--- src/rtl/video_timing_m.sv ---
// 640x480@60 raster generator: VGA sync, 256x240 logical pixel coordinates, vblank pulses.
// Optional vblank interrupt is built only when GPU_VBLANK_IRQ_EN is defined.
module video_timing_m (
  input  logic       gpu_clk,
  input  logic       rst,
  output logic [9:0] hcount,
  output logic [9:0] vcount,
  output logic [7:0] current_x,
  output logic [7:0] current_y,
  output logic       visible,
  output logic       hsync,
  output logic       vsync,
  output logic       vblank,
  output logic       frame_start,
  output logic       vblank_start,
  output logic [7:0] frame_count,
  output logic       irq,
  input  logic       irq_ack
);

  localparam logic [9:0] H_LAST   = 10'd799;
  localparam logic [9:0] X_BEGIN  = 10'd64;
  localparam logic [9:0] X_END    = 10'd576;
  localparam logic [9:0] HS_BEGIN = 10'd656;
  localparam logic [9:0] HS_END   = 10'd751;
  localparam logic [9:0] V_VIS    = 10'd480;
  localparam logic [9:0] V_LAST   = 10'd524;
  localparam logic [9:0] VS_BEGIN = 10'd490;
  localparam logic [9:0] VS_END   = 10'd491;

  logic [9:0] h_cnt;
  logic [9:0] v_cnt;
  logic [7:0] frame_cnt;
  logic       frame_start_r;
  logic       vblank_start_r;
  logic       line_end;
  logic       frame_end;
  logic       vblank_edge;

  assign line_end    = (h_cnt == H_LAST);
  assign frame_end   = line_end && (v_cnt == V_LAST);
  assign vblank_edge = line_end && (v_cnt == V_VIS - 10'd1);

  always_ff @(posedge gpu_clk or posedge rst) begin
    if (rst) begin
      h_cnt <= '0;
      v_cnt <= '0;
    end else if (line_end) begin
      h_cnt <= '0;
      v_cnt <= (v_cnt == V_LAST) ? '0 : v_cnt + 10'd1;
    end else begin
      h_cnt <= h_cnt + 10'd1;
    end
  end

  // Pulses are computed from the pre-wrap counters so they line up with (0,0) / (0,480).
  always_ff @(posedge gpu_clk or posedge rst) begin
    if (rst) begin
      frame_start_r  <= 1'b0;
      vblank_start_r <= 1'b0;
      frame_cnt      <= '0;
    end else begin
      frame_start_r  <= frame_end;
      vblank_start_r <= vblank_edge;
      if (frame_end)
        frame_cnt <= frame_cnt + 8'd1;
    end
  end

  always_comb begin
    hcount    = h_cnt;
    vcount    = v_cnt;
    vblank    = (v_cnt >= V_VIS);
    visible   = (h_cnt >= X_BEGIN) && (h_cnt < X_END) && !vblank;
    current_x = visible ? 8'((h_cnt - X_BEGIN) >> 1) : '0;
    current_y = !vblank ? 8'(v_cnt >> 1) : '0;
    hsync     = !((h_cnt >= HS_BEGIN) && (h_cnt <= HS_END));
    vsync     = !((v_cnt >= VS_BEGIN) && (v_cnt <= VS_END));
  end

  assign frame_start  = frame_start_r;
  assign vblank_start = vblank_start_r;
  assign frame_count  = frame_cnt;

`ifdef GPU_VBLANK_IRQ_EN
  logic irq_r;

  // Set has priority over a coincident acknowledge.
  always_ff @(posedge gpu_clk or posedge rst) begin
    if (rst)
      irq_r <= 1'b0;
    else if (vblank_edge)
      irq_r <= 1'b1;
    else if (irq_ack)
      irq_r <= 1'b0;
  end

  assign irq = irq_r;
`else
  logic irq_ack_unused;
  assign irq_ack_unused = irq_ack;
  assign irq = 1'b0;
`endif

endmodule

--- config.mk ---
export PLATFORM = sky130hd
export DESIGN_NAME = video_timing_m
export DESIGN_NICKNAME = d
export VERILOG_FILES = /design/src/rtl/video_timing_m.sv
export SDC_FILE = /design/constraint.sdc
export NUM_CORES = 1
export LEC_CHECK = 0
export CAP_MARGIN = 20
export CORE_ASPECT_RATIO = 1.1
export CORE_UTILIZATION = 47
export CTS_CLUSTER_DIAMETER = 30
export DETAILED_ROUTE_END_ITERATION = 6
export PLACE_DENSITY = 0.89
export REMOVE_ABC_BUFFERS = 1
export SYNTH_ARGS = -nofsm -noshare
export SYNTH_HDL_FRONTEND = slang
export SYNTH_SLANG_ARGS = --single-unit
--- constraint.sdc ---
create_clock -name gpu_clk -period 2.3 [get_ports gpu_clk]
set_clock_uncertainty 0.15 [all_clocks]
set_input_delay 0.46 -clock gpu_clk [delete_from_list [all_inputs] [get_ports gpu_clk]]
set_output_delay 0.46 -clock gpu_clk [all_outputs]
set_load 0.02 [all_outputs]
==> results_dict.tcl, run 1 <==
set metrics [dict create \
    drive_gt1_share_pct 29.6 \
    via_per_inst 5.47 \
    critical_path_class "flop to output pin" \
    setup_viol 10 \
    synth_edf_count 0 \
    cts.sink_count 30 \
    p_leak_nw 1.34 \
    timing.final.crit_share_pct 116 \
    port_buffers 51 \
    hold_ws_ns 0.329 \
    die-area_mm2 0.00404 \
    hold_viol 0 \
    hold_class "flop to flop" \
    synth_top_family_by_area "simple AND/OR/NAND/NOR gates" \
    cts_root_buf "clkbuf_8" \
    placedInstanceArea_mm2 0.00257 \
    cts_hold_buf 0 \
    finalWirelength_um 5430 \
    cts_max_level 2 \
    clock_path_buffers 2 \
    gr-total-overflow 0 \
    ys_seq_area_share_pct 42.1 \
    critPathMostFrequentCell "a211oi_2" \
    ys_warn_count 0 \
    start_util_pct 49.1 \
    die_x_um 60.7 \
    syn_avg_cell_area_um2 9.53 \
    grt_util_met1_pct 30.4 \
    ys_async_sr_fraction_pct 100 \
    setup_ws_ns -0.359 \
    clk_latency_ns 0.29 \
    ant_nets 0 \
    crit_required_ns 1.69 \
    vias 1790 \
    drv_cap 0 \
    period_needed_ns 2.66 \
    max_freq_mhz 376 \
    busiest_layer "met2" \
    gr-usage-all-layers_pct 27.4 \
    status "complete, but fails checks" \
    dp_worst_setup_slack_ns -0.485 \
    p_total_uw 986 \
    grt_use_met2_pct 48.9 \
    synth-seq-cells 30 \
    power_density_mw_per_mm2 353 \
    post_drt_wl_per_cell_um 16.6 \
    maxSlewViolCount 0 \
    synthCells 187 \
    core_region_area_mm2 0.00363 \
    slew_headroom_pct 67.3 \
    worst-path-max-fanout 8 \
    grt_max_degree 31 \
    crit_path_end_kind "output pin" \
    diodes 0 \
    die_y_um 66.6 \
    rsz0062_at_grt "true" \
    io_pins 54 \
    violations "negative setup slack" \
    drc 0 \
    synth_xor_area_share_pct 9.34 \
    ys.flop_type "dfrtp_1" \
    cp.arrival_ns 2.05 \
    ir_drop_mv 0.389 \
    cts_made_buffers 5 \
    firstDrtPassIters 4 \
    antenna_found_initial 0 \
    cp_slowest_stage_delay_ns 0.39 \
    fill_cells 260 \
    synth_simple_gate_area_share_pct 30.5 \
    num_rows 23 \
    fin_nets 290 \
    final_common_cell "buf_4" \
    fin_area_mm2 0.00279 \
    cts_tree "built" \
    grt_first_pass_wirelength_um 8050 \
    synthAdderAreaFrac_pct 7.72 \
    worstSetupStartpointType "flop" \
    final_cell_mix "35 x buf_4, 31 x clkdlybuf4s50_1, 29 x dfrtp_1, 16 x nor2_1, 13 x xor2_1" \
    clk_transition_reported_paths_ns 0.07 \
    synthesis.area_mm2 0.00178 \
    synth_cell_types 38 \
    crit_chain "inv_2 -> ha_4 -> nor4bb_4 -> a211oi_2 -> a211oi_2 -> buf_4 -> nor2b_4 -> buf_6" \
    synth_compound_area_share_pct 5.20 \
    routabilityCongestion 0.875 \
    crit_slowest_cell "dfrtp_1" \
    dp_hpwl_um 3550 \
    synthToLayoutAreaGrowth_pct 56.8 \
    grt_pass1_vias 1783 \
    met3_usage_pct 5.24 \
    worst_slew_pin_slew_ns 0.487 \
    synthMuxAreaShare_pct 0.632 \
    drt_iter0_markers 52 \
]
[metrics by stage]
stage,setup TNS [ns],util (%),instances
2_1_floorplan,-2.53,-,182
3_5_place_dp,-4.20,70.9,316
4_1_cts,-1.73,76.2,325
6_report,-3.19,77.1,327
5_1_grt,-3.94,77.1,327
3_3_place_gp,-3.55,70.9,316
[registers in the layout (all words and copies together), names as in the netlist]
signal,count
frame_count,8
frame_start,1
hcount,10
vblank_start,1
vcount,10
[repair_timing]
action                                  4_1_cts  5_1_grt
pin swaps                                     7        1
hold endpoints to repair                      0        0
buffers inserted                              1        2
endpoints found under the setup margin       20       13
gates resized for setup                      93        6
[final timing paths]
check | end | cells after the start | from | slack [ns]
max | current_x[6] | 8 | hcount[7]$_DFF_PP0_ | -0.36
min | frame_count[7]$_DFFE_PP0P_ | 1 | frame_count[7]$_DFFE_PP0P_ | 0.33
max reg2reg | frame_count[1]$_DFFE_PP0P_ | 6 | hcount[0]$_DFF_PP0_ | 0.11
min reg2reg | frame_count[7]$_DFFE_PP0P_ | 1 | frame_count[7]$_DFFE_PP0P_ | 0.33
max in group asynchronous | hcount[6]$_DFF_PP0_ | 3 | rst | 1.32
min in group asynchronous | vcount[1]$_DFFE_PP0N_ | 3 | rst | 0.39
[layout make-up]
cell class	count	area, um^2	area share [%]
multi-input cells	140	1060	38.0
repair buffers	87	782	28.0
flip-flops and latches	30	752	26.9
clock buffers	7	86.3	3.09
well taps	50	62.6	2.24
inverters	12	45.0	1.61
clock inverters	1	5.00	0.179
[where the power goes]
| part | total, mW | internal (mW) | switching, mW | leakage [nW] |
|---|---|---|---|---|
| Sequential | 0.528 | 0.528 | 0 | 0.403 |
| Combinational | 0.0142 | 0.00272 | 0.0115 | 0.891 |
| Clock | 0.444 | 0.241 | 0.203 | 0.0482 |
| Total | 0.986 | 0.771 | 0.214 | 1.34 |
[synth_stat cells (2+ instances only)]
cell type	n	area (um^2)
o21ai_0	4	20.0
nor4_1	2	12.5
nand2b_1	2	12.5
xor2_1	13	114
nor4_2	2	25.0
buf_2	3	15.0
or4_1	2	15.0
a21oi_1	3	15.0
dfrtp_1	30	751
and4b_1	2	20.0
nand3_1	12	60.1
nor4b_1	2	17.5
nor2_1	16	60.1
xnor2_1	6	52.6
and3_1	4	25.0
nor3_1	9	45.0
nand2_1	7	26.3
buf_4	2	15.0
nor2b_1	3	18.8
nand4_1	9	56.3
and2_1	17	106
ha_1	11	138
inv_1	11	41.3
[critical path: cells and delay by family, from the launching register on]
family	cells	cell delay, ns
buffers and inverters	3	0.40
and+or+nand+nor	2	0.53
AOI/OAI and AO/OA	2	0.31
DFF	1	0.39
adders and majority gates	1	0.13
[kinds of logic after synthesis]
logic type	Yosys count
simple gates	94
flops	30
xor+xnor	19
buf+inv	17
compound gates	14
fa+ha+maj	11
other cells	1
mux	1
[layer usage]
layer,part of all wire [%],wire (um)
met3,4.4,241
met1,39,2110
met2,54,2960
met4,2.3,125
met5,0,0
Power figures use the tool's default switching activity.
==> inputs of run 2 (changes only) <==
--- a/config.mk
+++ b/config.mk
@@ -7,10 +7,11 @@
 export LEC_CHECK = 0
 export CAP_MARGIN = 20
 export CORE_ASPECT_RATIO = 1.1
-export CORE_UTILIZATION = 47
+export CORE_UTILIZATION = 48
+export CTS_BUF_LIST = sky130_fd_sc_hd__clkbuf_2
 export CTS_CLUSTER_DIAMETER = 30
 export DETAILED_ROUTE_END_ITERATION = 6
-export PLACE_DENSITY = 0.89
+export PLACE_DENSITY = 0.91
 export REMOVE_ABC_BUFFERS = 1
 export SYNTH_ARGS = -nofsm -noshare
 export SYNTH_HDL_FRONTEND = slang
==> results_dict.tcl, run 2 (synthesis gave the netlist of run 1 again) <==
set metrics [dict create \
    status "complete, but fails checks" \
    violations "negative setup slack" \
    max_freq_mhz 374 \
    fill_cells 209 \
    routabilityCongestion 0.918 \
    gr-total-overflow 0 \
    vias 1818 \
    core_region_area_mm2 0.00344 \
    port_buffers 51 \
    drc 0 \
    drive_gt1_share_pct 33.3 \
    r2r_start "hcount[0]$_DFF_PP0_" \
    drt_iter0_markers 93 \
    p_leak_nw 1.34 \
    worst-path-max-fanout 3 \
    cts_max_level 2 \
    crit_required_ns 1.69 \
    die-area_mm2 0.00396 \
    route.met3.wl_um 302 \
    grt_pass1_vias 1730 \
    critical_path_class "flop to output pin" \
    fin_cells 327 \
    register_area_um2 752 \
    path_buf_inv 3 \
    tns_ns -3.25 \
    dp_hpwl_um 3420 \
    gr-usage-all-layers_pct 28.7 \
    crit_start "hcount[6]$_DFF_PP0_" \
    antenna_found_initial 0 \
    clk_latency_ns 0.39 \
    die_x_um 60.1 \
    power_density_mw_per_mm2 290 \
    crit_path_end_kind "output pin" \
    start_util_pct 51.8 \
    cp_slowest_stage_delay_ns 0.51 \
    crit_chain "buf_6 -> buf_6 -> ha_4 -> and3_4 -> or4_4 -> buf_6" \
    cts.sink_count 30 \
    num_rows 22 \
    fin_nets 293 \
    via_per_inst 5.56 \
    wl_met1_um 2230 \
    final_common_cell "buf_4" \
    critPathCapture "hsync" \
    ant_nets 0 \
    crit_slowest_cell "or4_4" \
    die_y_um 65.9 \
    period_needed_ns 2.68 \
    p_total_uw 796 \
    hold_viol 0 \
    firstDrtPassIters 4 \
    worst-r2r-cell-count 7 \
    reg2reg_slack_ns 0.09 \
    drv_cap 0 \
    grt_max_degree 31 \
    synthToLayoutAreaGrowth_pct 54.2 \
    io_pins 54 \
    cts_made_buffers 5 \
    critical_path_depth 6 \
    finalWirelength_um 5430 \
    worstSetupStartpointType "flop" \
    maxSlewViolCount 0 \
    setup_ws_ns -0.376 \
    grt_first_pass_wirelength_um 8220 \
    r2r-end "vcount[9]$_DFFE_PP0N_" \
    cp.arrival_ns 2.07 \
    cts_tree "built" \
    highest_layer "met4" \
    place_inst 312 \
    ir_drop_mv 0.292 \
    met2WireLength_um 2700 \
    cp_top_family "simple AND/OR/NAND/NOR gates" \
    final_cell_mix "36 x buf_4, 30 x clkdlybuf4s50_1, 29 x dfrtp_1, 16 x nor2_1, 14 x and2_1" \
    diodes 0 \
    rsz0062_at_grt "true" \
    critPathMostFrequentCell "buf_6" \
    cts_hold_buf 0 \
    clk_transition_reported_paths_ns 0.16 \
    clock_path_buffers 2 \
    cts_root_buf "clkbuf_2" \
    timing.final.crit_share_pct 116 \
    setup_viol 10 \
    multi_input_area_mm2 0.00107 \
    post_drt_wl_per_cell_um 16.6 \
    hold_class "primary input to asynchronous set/reset pin" \
]
-- run 2: cell type report --
type                    count  share of cell area (%)
flip-flops and latches     30                    27.4
clock inverters             2                   0.364
clock buffers               5                   0.911
repair buffers             90                    28.6
well taps                  48                    2.19
multi-input cells         140                    39.0
inverters                  12                    1.64
-- run 2: worst min path at each step --
stage | start | to | slack [ns] | cells past startpoint
global placement | frame_count[7]$_DFFE_PP0P_ | frame_count[7]$_DFFE_PP0P_ | 0.32 | 1
global route | rst | frame_count[4]$_DFFE_PP0P_ | 0.30 | 3
detailed placement | frame_count[7]$_DFFE_PP0P_ | frame_count[7]$_DFFE_PP0P_ | 0.33 | 1
floorplan | rst | frame_count[0]$_DFFE_PP0P_ | 0.40 | 1
finish | rst | hcount[1]$_DFF_PP0_ | 0.26 | 3
CTS | rst | frame_count[1]$_DFFE_PP0P_ | 0.27 | 3
-- run 2: routing by layer --
| metal | GRT usage [%] | vias up |
|---|---|---|
| met5 | 0 | - |
| li1 | - | 831 |
| met3 | 6.85 | 22 |
| met2 | 47.4 | 95 |
| met1 | 34.9 | 870 |
| met4 | 13.1 | 0 |
-- run 2: power by group --
part / internal [mW] / switching [mW] / total (mW) / leakage [nW]
sequential: 0.528 / 0 / 0.528 / 0.403
combinational: 0.00272 / 0.0116 / 0.0143 / 0.911
clock: 0.0655 / 0.189 / 0.254 / 0.0286
total: 0.596 / 0.200 / 0.796 / 1.34
-- run 2: timing repair --
action / CTS / global route
pin swaps: 6 / 5
gates resized for setup: 95 / 33
setup buffers: 5 / 5
setup endpoints to repair: 20 / 31
-- run 2: metrics by stage --
step / instance area [um^2] / setup WS [ns] / hold slack [ns] / util, %
detailed placement: 2550 / -0.524 / 0.326 / 74.3
finish: 2750 / -0.376 / 0.261 / 79.9
floorplan: 1750 / -0.425 / 0.401 / -
CTS: 2690 / -0.364 / 0.266 / 78.3
global route: 2750 / -0.487 / 0.300 / 79.9
global placement: 2550 / -0.436 / 0.318 / 74.3
-- run 2: worst min-delay path, delay by kind of cell --
family	cells	cell delay [ns]
buffers and inverters	3	0.78
